`src/rtl/mips_program_loader.sv`:
```
// Preload sequencer for MIPS program memory: packs UART bytes MSB-first into
// instruction words, strobes them into memory and releases the CPU on the end marker.
module mips_program_loader #(
  parameter int             LEN               = 32,
  parameter int             NB_BYTE           = 8,
  parameter int             RAM_DEPTH_PROGRAM = 32,
  parameter logic [LEN-1:0] END_MARKER        = 32'hFFFF_FFFF,
  parameter int             TIMEOUT_CYCLES    = 1024
) (
  input  logic               i_clk,
  input  logic               i_rst,
  input  logic               i_start,
  input  logic [NB_BYTE-1:0] i_rx_data,
  input  logic               i_rx_valid,
  output logic               o_preload_flag,
  output logic [LEN-1:0]     o_preload_address,
  output logic [LEN-1:0]     o_preload_instruction,
  output logic               o_cpu_run,
  output logic               o_error,
  output logic               o_frame_err,
  output logic [LEN-1:0]     o_word_count
);

  localparam int BPW = LEN / NB_BYTE;
  localparam int BCW = (BPW > 1) ? $clog2(BPW) : 1;
  localparam int TW  = $clog2(TIMEOUT_CYCLES + 1);

  typedef enum logic [2:0] {
    S_IDLE  = 3'd0,
    S_RECV  = 3'd1,
    S_WRITE = 3'd2,
    S_DONE  = 3'd3,
    S_ERROR = 3'd4
  } state_t;

  state_t           r_state,      w_state;
  logic [BCW-1:0]   r_byte_cnt,   w_byte_cnt;
  logic [LEN-1:0]   r_addr,       w_addr;
  logic [TW-1:0]    r_timeout,    w_timeout;
  logic [LEN-1:0]   r_shift,      w_shift;
  logic             r_flag,       w_flag;
  logic [LEN-1:0]   r_paddr,      w_paddr;
  logic [LEN-1:0]   r_instr,      w_instr;
  logic             r_cpu_run,    w_cpu_run;
  logic             r_error,      w_error;
  logic             r_frame_err,  w_frame_err;
  logic [LEN-1:0]   r_word_count, w_word_count;
  logic [LEN-1:0]   w_word;
  logic             w_last;

  assign w_word = {r_shift[LEN-NB_BYTE-1:0], i_rx_data};
  assign w_last = (r_byte_cnt == BCW'(BPW - 1));

  // The byte path stays live in WRITE so a byte arriving during the strobe starts the next word.
  always_comb begin
    w_state      = r_state;
    w_byte_cnt   = r_byte_cnt;
    w_addr       = r_addr;
    w_timeout    = r_timeout;
    w_shift      = r_shift;
    w_flag       = 1'b0;
    w_paddr      = r_paddr;
    w_instr      = r_instr;
    w_cpu_run    = r_cpu_run;
    w_error      = r_error;
    w_frame_err  = 1'b0;
    w_word_count = r_word_count;
    case (r_state)
      S_IDLE, S_DONE, S_ERROR: begin
        if (i_start) begin
          w_state      = S_RECV;
          w_byte_cnt   = '0;
          w_addr       = '0;
          w_timeout    = '0;
          w_shift      = '0;
          w_word_count = '0;
          w_error      = 1'b0;
          w_cpu_run    = 1'b0;
        end else begin
          w_state = r_state;
        end
      end
      S_RECV, S_WRITE: begin
        if (r_state == S_WRITE) begin
          w_state      = S_RECV;
          w_addr       = r_addr + LEN'(1);
          w_word_count = r_word_count + LEN'(1);
        end else begin
          w_state = S_RECV;
        end
        if (i_rx_valid) begin
          w_shift   = w_word;
          w_timeout = '0;
          if (w_last) begin
            w_byte_cnt = '0;
            if (w_word == END_MARKER) begin
              w_state   = S_DONE;
              w_cpu_run = 1'b1;
            end else if (r_addr == LEN'(RAM_DEPTH_PROGRAM)) begin
              w_state = S_ERROR;
              w_error = 1'b1;
            end else begin
              w_state = S_WRITE;
              w_flag  = 1'b1;
              w_paddr = r_addr;
              w_instr = w_word;
            end
          end else begin
            w_byte_cnt = r_byte_cnt + BCW'(1);
          end
        end else if (r_byte_cnt != '0) begin
          if (r_timeout == TW'(TIMEOUT_CYCLES - 1)) begin
            w_byte_cnt  = '0;
            w_timeout   = '0;
            w_frame_err = 1'b1;
          end else begin
            w_timeout = r_timeout + TW'(1);
          end
        end else begin
          w_timeout = '0;
        end
      end
      default: begin
        w_state = S_IDLE;
      end
    endcase
  end

  // State and datapath registers; reset aborts any session including a pending write.
  always_ff @(posedge i_clk or posedge i_rst) begin
    if (i_rst) begin
      r_state      <= S_IDLE;
      r_byte_cnt   <= '0;
      r_addr       <= '0;
      r_timeout    <= '0;
      r_shift      <= '0;
      r_flag       <= 1'b0;
      r_paddr      <= '0;
      r_instr      <= '0;
      r_cpu_run    <= 1'b0;
      r_error      <= 1'b0;
      r_frame_err  <= 1'b0;
      r_word_count <= '0;
    end else begin
      r_state      <= w_state;
      r_byte_cnt   <= w_byte_cnt;
      r_addr       <= w_addr;
      r_timeout    <= w_timeout;
      r_shift      <= w_shift;
      r_flag       <= w_flag;
      r_paddr      <= w_paddr;
      r_instr      <= w_instr;
      r_cpu_run    <= w_cpu_run;
      r_error      <= w_error;
      r_frame_err  <= w_frame_err;
      r_word_count <= w_word_count;
    end
  end

  assign o_preload_flag        = r_flag;
  assign o_preload_address     = r_paddr;
  assign o_preload_instruction = r_instr;
  assign o_cpu_run             = r_cpu_run;
  assign o_error               = r_error;
  assign o_frame_err           = r_frame_err;
  assign o_word_count          = r_word_count;

endmodule

```
`config.mk`:
```
export PLATFORM = sky130hd
export DESIGN_NAME = mips_program_loader
export DESIGN_NICKNAME = d
export VERILOG_FILES = /design/src/rtl/mips_program_loader.sv
export SDC_FILE = /design/constraint.sdc
export NUM_CORES = 1
export LEC_CHECK = 0
export ABC_AREA = 1
export CELL_PAD_IN_SITES_DETAIL_PLACEMENT = 1
export CELL_PAD_IN_SITES_GLOBAL_PLACEMENT = 1
export CORE_ASPECT_RATIO = 1.2
export CORE_MARGIN = 5
export CORE_UTILIZATION = 41
export DETAILED_ROUTE_END_ITERATION = 8
export HOLD_SLACK_MARGIN = 0.1
export PLACE_DENSITY_LB_ADDON = 0.1
export SETUP_SLACK_MARGIN = 0.1
export SYNTH_ARGS = -nofsm -noshare
export SYNTH_HDL_FRONTEND = slang
export SYNTH_SLANG_ARGS = --single-unit
```
`constraint.sdc`:
```
create_clock -name i_clk -period 5.9 [get_ports i_clk]
set_input_delay 0.59 -clock i_clk [delete_from_list [all_inputs] [get_ports i_clk]]
set_output_delay 0.59 -clock i_clk [all_outputs]
set_load 0.02 [all_outputs]
```
Yosys cells after proc, flatten, opt, wreduce, memory -nomap -nowiden:

Index checks and enable logic that the tools add are counted.

* register bits: 172
* bits of input ports: 12
* word-level logic and storage cells: 90

* $add $sub $neg: 4
* equality and inequality tests: 17
* multiplexer cells: 43
* bitwise logic cells: 2
* reduce and logical (&&, ||, !) cells: 12

Operators with widths (count)
* $pmux W32 S2: 2
* $mux W32: 3
* $add A32 B1 Y32 const B: 2
* $pmux W24 S2: 1
* $mux W11: 4
* $eq A32 B32 Y1 const B: 1
* $eq A32 B6 Y1 const B: 1
* $mux W24: 1
* $pmux W11 S2: 1
* $mux W1: 17
* $mux W3: 5
* $ne A2 B2 Y1 const B: 7
* $add A11 B1 Y11 const B: 1
* $eq A11 B10 Y1 const B: 1
* $mux W2: 5
* $reduce_and A5 Y1: 2
* $eq A3 B2 Y1 const B: 2
* $ne A3 B3 Y1 const B: 2
* $pmux W3 S2: 1
* $reduce_and A3 Y1: 2
* $reduce_and A6 Y1: 1
* $pmux W1 S2: 2
* $pmux W2 S2: 1
* $reduce_and A4 Y1: 1
* other kinds (10): 12

Longest topological paths before layout:

* word-level depth: 6
* mapped depth: 12
* mapped depth without buffers: 10

Worst setup path before layout:

No wires, ideal clock.

* kind: flip-flop to flip-flop
* from: register r_addr[0]
* to: register r_paddr[0] (netlist: o_preload_address[0])
* setup time: 0.117 ns
* arrival: 1.532 ns
* required time: 5.783 ns
* path slack: 4.251 ns
* cell stages (with the launch flop): 12
* buffers on the path: 2
* clock period less this slack: 1.649 ns
* path through: dfrtp_1 inv_1 ha_1 inv_1 nor2_1 nand4_1 nor2_1 nand2_1 buf_2 clkbuf_1 nand3_1 nand2_1

* word-level cells in the longest chain between the ends: 3

Ends and longest elaborated chain
* start, declared: line 38 `logic [LEN-1:0] r_addr, w_addr;`
* start signal, assigned: line 147 `r_addr <= w_addr;`
* $eq A32 B6 Y1: line 99 `end else if (r_addr == LEN'(RAM_DEPTH_PROGRAM)) begin`
* $not A1 Y1 (no line)
* $reduce_and A5 Y1 (no line)
* end signal, assigned: line 151 `r_paddr <= w_paddr;`
* end, declared: line 42 `logic [LEN-1:0] r_paddr, w_paddr;`

Several ways; a longest one is shown, not always the timed one.
A chain may end at the register's enable or synchronous reset.

Worst setup path after layout:

* from: register r_state[1]
* to: register r_paddr[10] (netlist: o_preload_address[10])

* word-level cells in the longest chain between the ends: 3
* elaborated cells between the ends (all ways): 4
* those cells by class: 2 x eq/ne; 2 x reduce/logical

Ends and longest elaborated chain
* start, declared: line 36 `state_t r_state, w_state;`
* start signal, assigned: line 145 `r_state <= w_state;`
* $eq A3 B2 Y1 / $eq A3 B1 Y1 (equally long branches): line 68 `case (r_state)`
* $reduce_or A2 Y1 *: line 68
* $reduce_and A5 Y1 (no line) *

Mark *: on every way between the ends. The rest lies on a longest branch, timed or not.

==> results.toml <==
[run_status]
status = "completed"

[critical_path]
worstReg2RegStart = "r_state[1]$_DFFE_PP0P_"
startpoint = "r_state[1]$_DFFE_PP0P_"
end_kind = "flip-flop"
path_max_fanout = 65
path_buf_inv = 2
start_kind = "flip-flop"
cpLargestDelayFamily = "simple AND/OR/NAND/NOR gates"
critical_path_class = "reg2reg"
slowest_stage = "nand2_2"
reg2regPathDepth = 10
arrival_ns = 3.81
crit_cells = 10
cpMostUsedCell = "nand2_2"
required_ns = 6.22
critical-path-max-stage-delay_ns = 0.99
cp_cell_sequence = "inv_1, nand2_2, nand2_2, nand2_2, nor3_2, nand2_1, inv_2, nand2_2, nand2_1, nand2_1"

[min_path]
holdPathStages = 2
hold_class = "reg2reg"
min-delay-start = "o_preload_instruction[15]$_DFFE_PP0P_"

[logic_synthesis]
synth_area_mm2 = 0.00904
yosysMostFrequentCell = "nand2_1"
ys_ff_latch = 172
synth-edff-count = 0
yosysTopAreaCell = "dfrtp_1"
ys_types = 29
synth_warnings = 0
synthCells = 1266
synth-async-reset-ratio_pct = 100
yosys-top-cells-count = "nand2_1 (479), nor2_1 (189), dfrtp_1 (172), nand3_1 (130), inv_1 (84)"
synthFlopType = "dfrtp_1"
synth_area_leaders = "dfrtp_1 (48%), nand2_1 (20%), nor2_1 (7.8%)"
seq_area_frac_synth_pct = 47.6
syn_area_per_cell_um2 = 7.14
synth_top_area_share_pct = 47.6
syn_nets = 1284

[sta]
maxSlewHeadroom_pct = 16.2
setup_violations = 0
worst_pin_slew_ns = 1.26
max_freq_mhz = 287
drv_slew = 0
clock_skew_ns = 0.0148
fin_setup_tns_ns = 0
hold_viol_final = 0
layout_worst_path_cycle_share_pct = 59.1
rsz0062_at_grt = "no"
fin_hold_ws_ns = 0.471
fin_crit_ns = 3.49

[power_and_ir_drop]
p_leak_nw = 4.93
p_per_area_mw_per_mm2 = 402
peakVddDrop_mv = 0.247

[grt]
grt_pass1_vias = 9195
grt_pass1_wl_mm = 47.1
antenna_found_initial = 0
grt-ovfl-total = 0
grt_usage_pct = 22.3
grt_max_degree = 77

[die]
coreArea_mm2 = 0.0217
die_area_mm2 = 0.0251
dieWidth_um = 146
ios = 112
initial_core_util_pct = 41.7
rows = 59
die_y_um = 173

[detailed_routing]
met3WireLength_um = 796
drt_iter0_drc = 490
dr.pass1.iters = 5
routed.top_layer = "met4"
wire_per_inst_um = 16.9
wirelength_mm = 27.8
drc = 0
vias_per_cell = 5.29
antenna_left = 0
route.met2.wl_mm = 13.9
wl_met1_mm = 12.5
vias = 8684

[final_layout]
area_growth_pct = 20.4
nets = 1373
final_layout_size_suffix_gt1_share_pct = 4.02
num-fill-cells = 2765
diodes = 0
final_cells = 1642

[clock_network]
clkLatencyLatePin_ns = 0.45
post_cts_buffers = 0
cts_root_buf = "clkbuf_16"
holdBufCountCts = 0
clk_pin_slew_worst_paths_ns = 0.08
clock_sinks = 172
htree_num_levels = 4
cts_tree = "built"
numCtsBuffers = 17
cts.repair.resized = 0
clockBufferDepth = 2

[placement]
gp_congestion = 0.823
hpwlAfterDp_mm = 19.3
io_buffers = 111
dpl.cell_count = 1610

[run]
maxCapViolCount = 0
-- power breakdown --
group | switching (mW) | internal (mW) | leakage [nW]
registers | 0.251 | 1.45 | 2.32
logic | 0.994 | 0.505 | 2.31
clock network | 0.561 | 0.613 | 0.301
total | 1.81 | 2.57 | 4.93
-- routing by layer --
metal	vias up	GRT usage, %
li1	4222	-
met1	4281	28.7
met2	147	39.7
met3	34	2.54
met4	0	6.45
met5	-	0
-- per-stage QoR --
stage               util, %  power [mW]  worst slack [ns]  instance area (µm²)
global route           50.2        4.65              1.98                10900
CTS                    50.2        4.42              2.35                10900
global placement       47.3        3.17              2.05                10300
detailed placement     47.3        3.23              1.94                10300
finish                 50.2        4.37              2.41                10900
floorplan                 -        2.61             0.650                 9040
-- kinds of logic after synthesis --
family	synth area share [%]
compound gates	5.11
xor+xnor	0.388
fa+ha+maj	0.830
buf+inv	6.70
flops	47.6
simple gates	39.4
-- layout make-up --
type | instances | area [µm²] | area share, %
Inverter | 88 | 335 | 3.08
Clock inverter | 15 | 188 | 1.72
Timing Repair Buffer | 117 | 1160 | 10.6
Tap cell | 274 | 343 | 3.15
Sequential cell | 172 | 4300 | 39.5
Clock buffer | 17 | 425 | 3.91
Multi-Input combinational cell | 959 | 4140 | 38.0
-- state kept, by name (all words and copies together) (netlist names), 2 cells and up --
register	cells
o_preload_address	32
o_preload_instruction	32
o_word_count	32
r_addr	32
r_byte_cnt	2
r_shift	24
r_state	3
r_timeout	11
-- worst paths after layout --
check,to,slack (ns)
max in group asynchronous,o_preload_instruction[7]$_DFFE_PP0P_,4.09
worst max-delay path,o_preload_address[10]$_DFFE_PP0P_,2.41
worst min-delay path,o_preload_instruction[15]$_DFFE_PP0P_,0.47
min in group asynchronous,o_preload_instruction[21]$_DFFE_PP0P_,0.64
worst max register to register,o_preload_address[10]$_DFFE_PP0P_,2.41
worst min register to register,o_preload_instruction[15]$_DFFE_PP0P_,0.47
-- cell usage in the layout (no fill, tap or decap), drive strengths merged --
| cell type | count |
|---|---|
| nand2 | 484 |
| nor2 | 190 |
| dfrtp | 172 |
| nand3 | 130 |
| clkdlybuf4s50 | 111 |
| inv | 97 |
| o21ai | 68 |
| nand4 | 44 |
| clkbuf | 17 |
| a21oi | 13 |
| nor3 | 9 |
| ha | 6 |
| buf | 6 |
| clkinv | 5 |
| o21bai | 4 |
| o31ai | 3 |
| xor2 | 3 |
| nor3b | 2 |
| xnor2 | 1 |
| or2 | 1 |
| nand3b | 1 |
| bufinv | 1 |
-- worst min-delay path, cell delays in order, from the launching register on --
cell and delay [ns]:
dfrtp_1 0.35, nand2_1 0.05, nand2_1 0.04
Note: power is estimated with default switching activity, not from simulation.
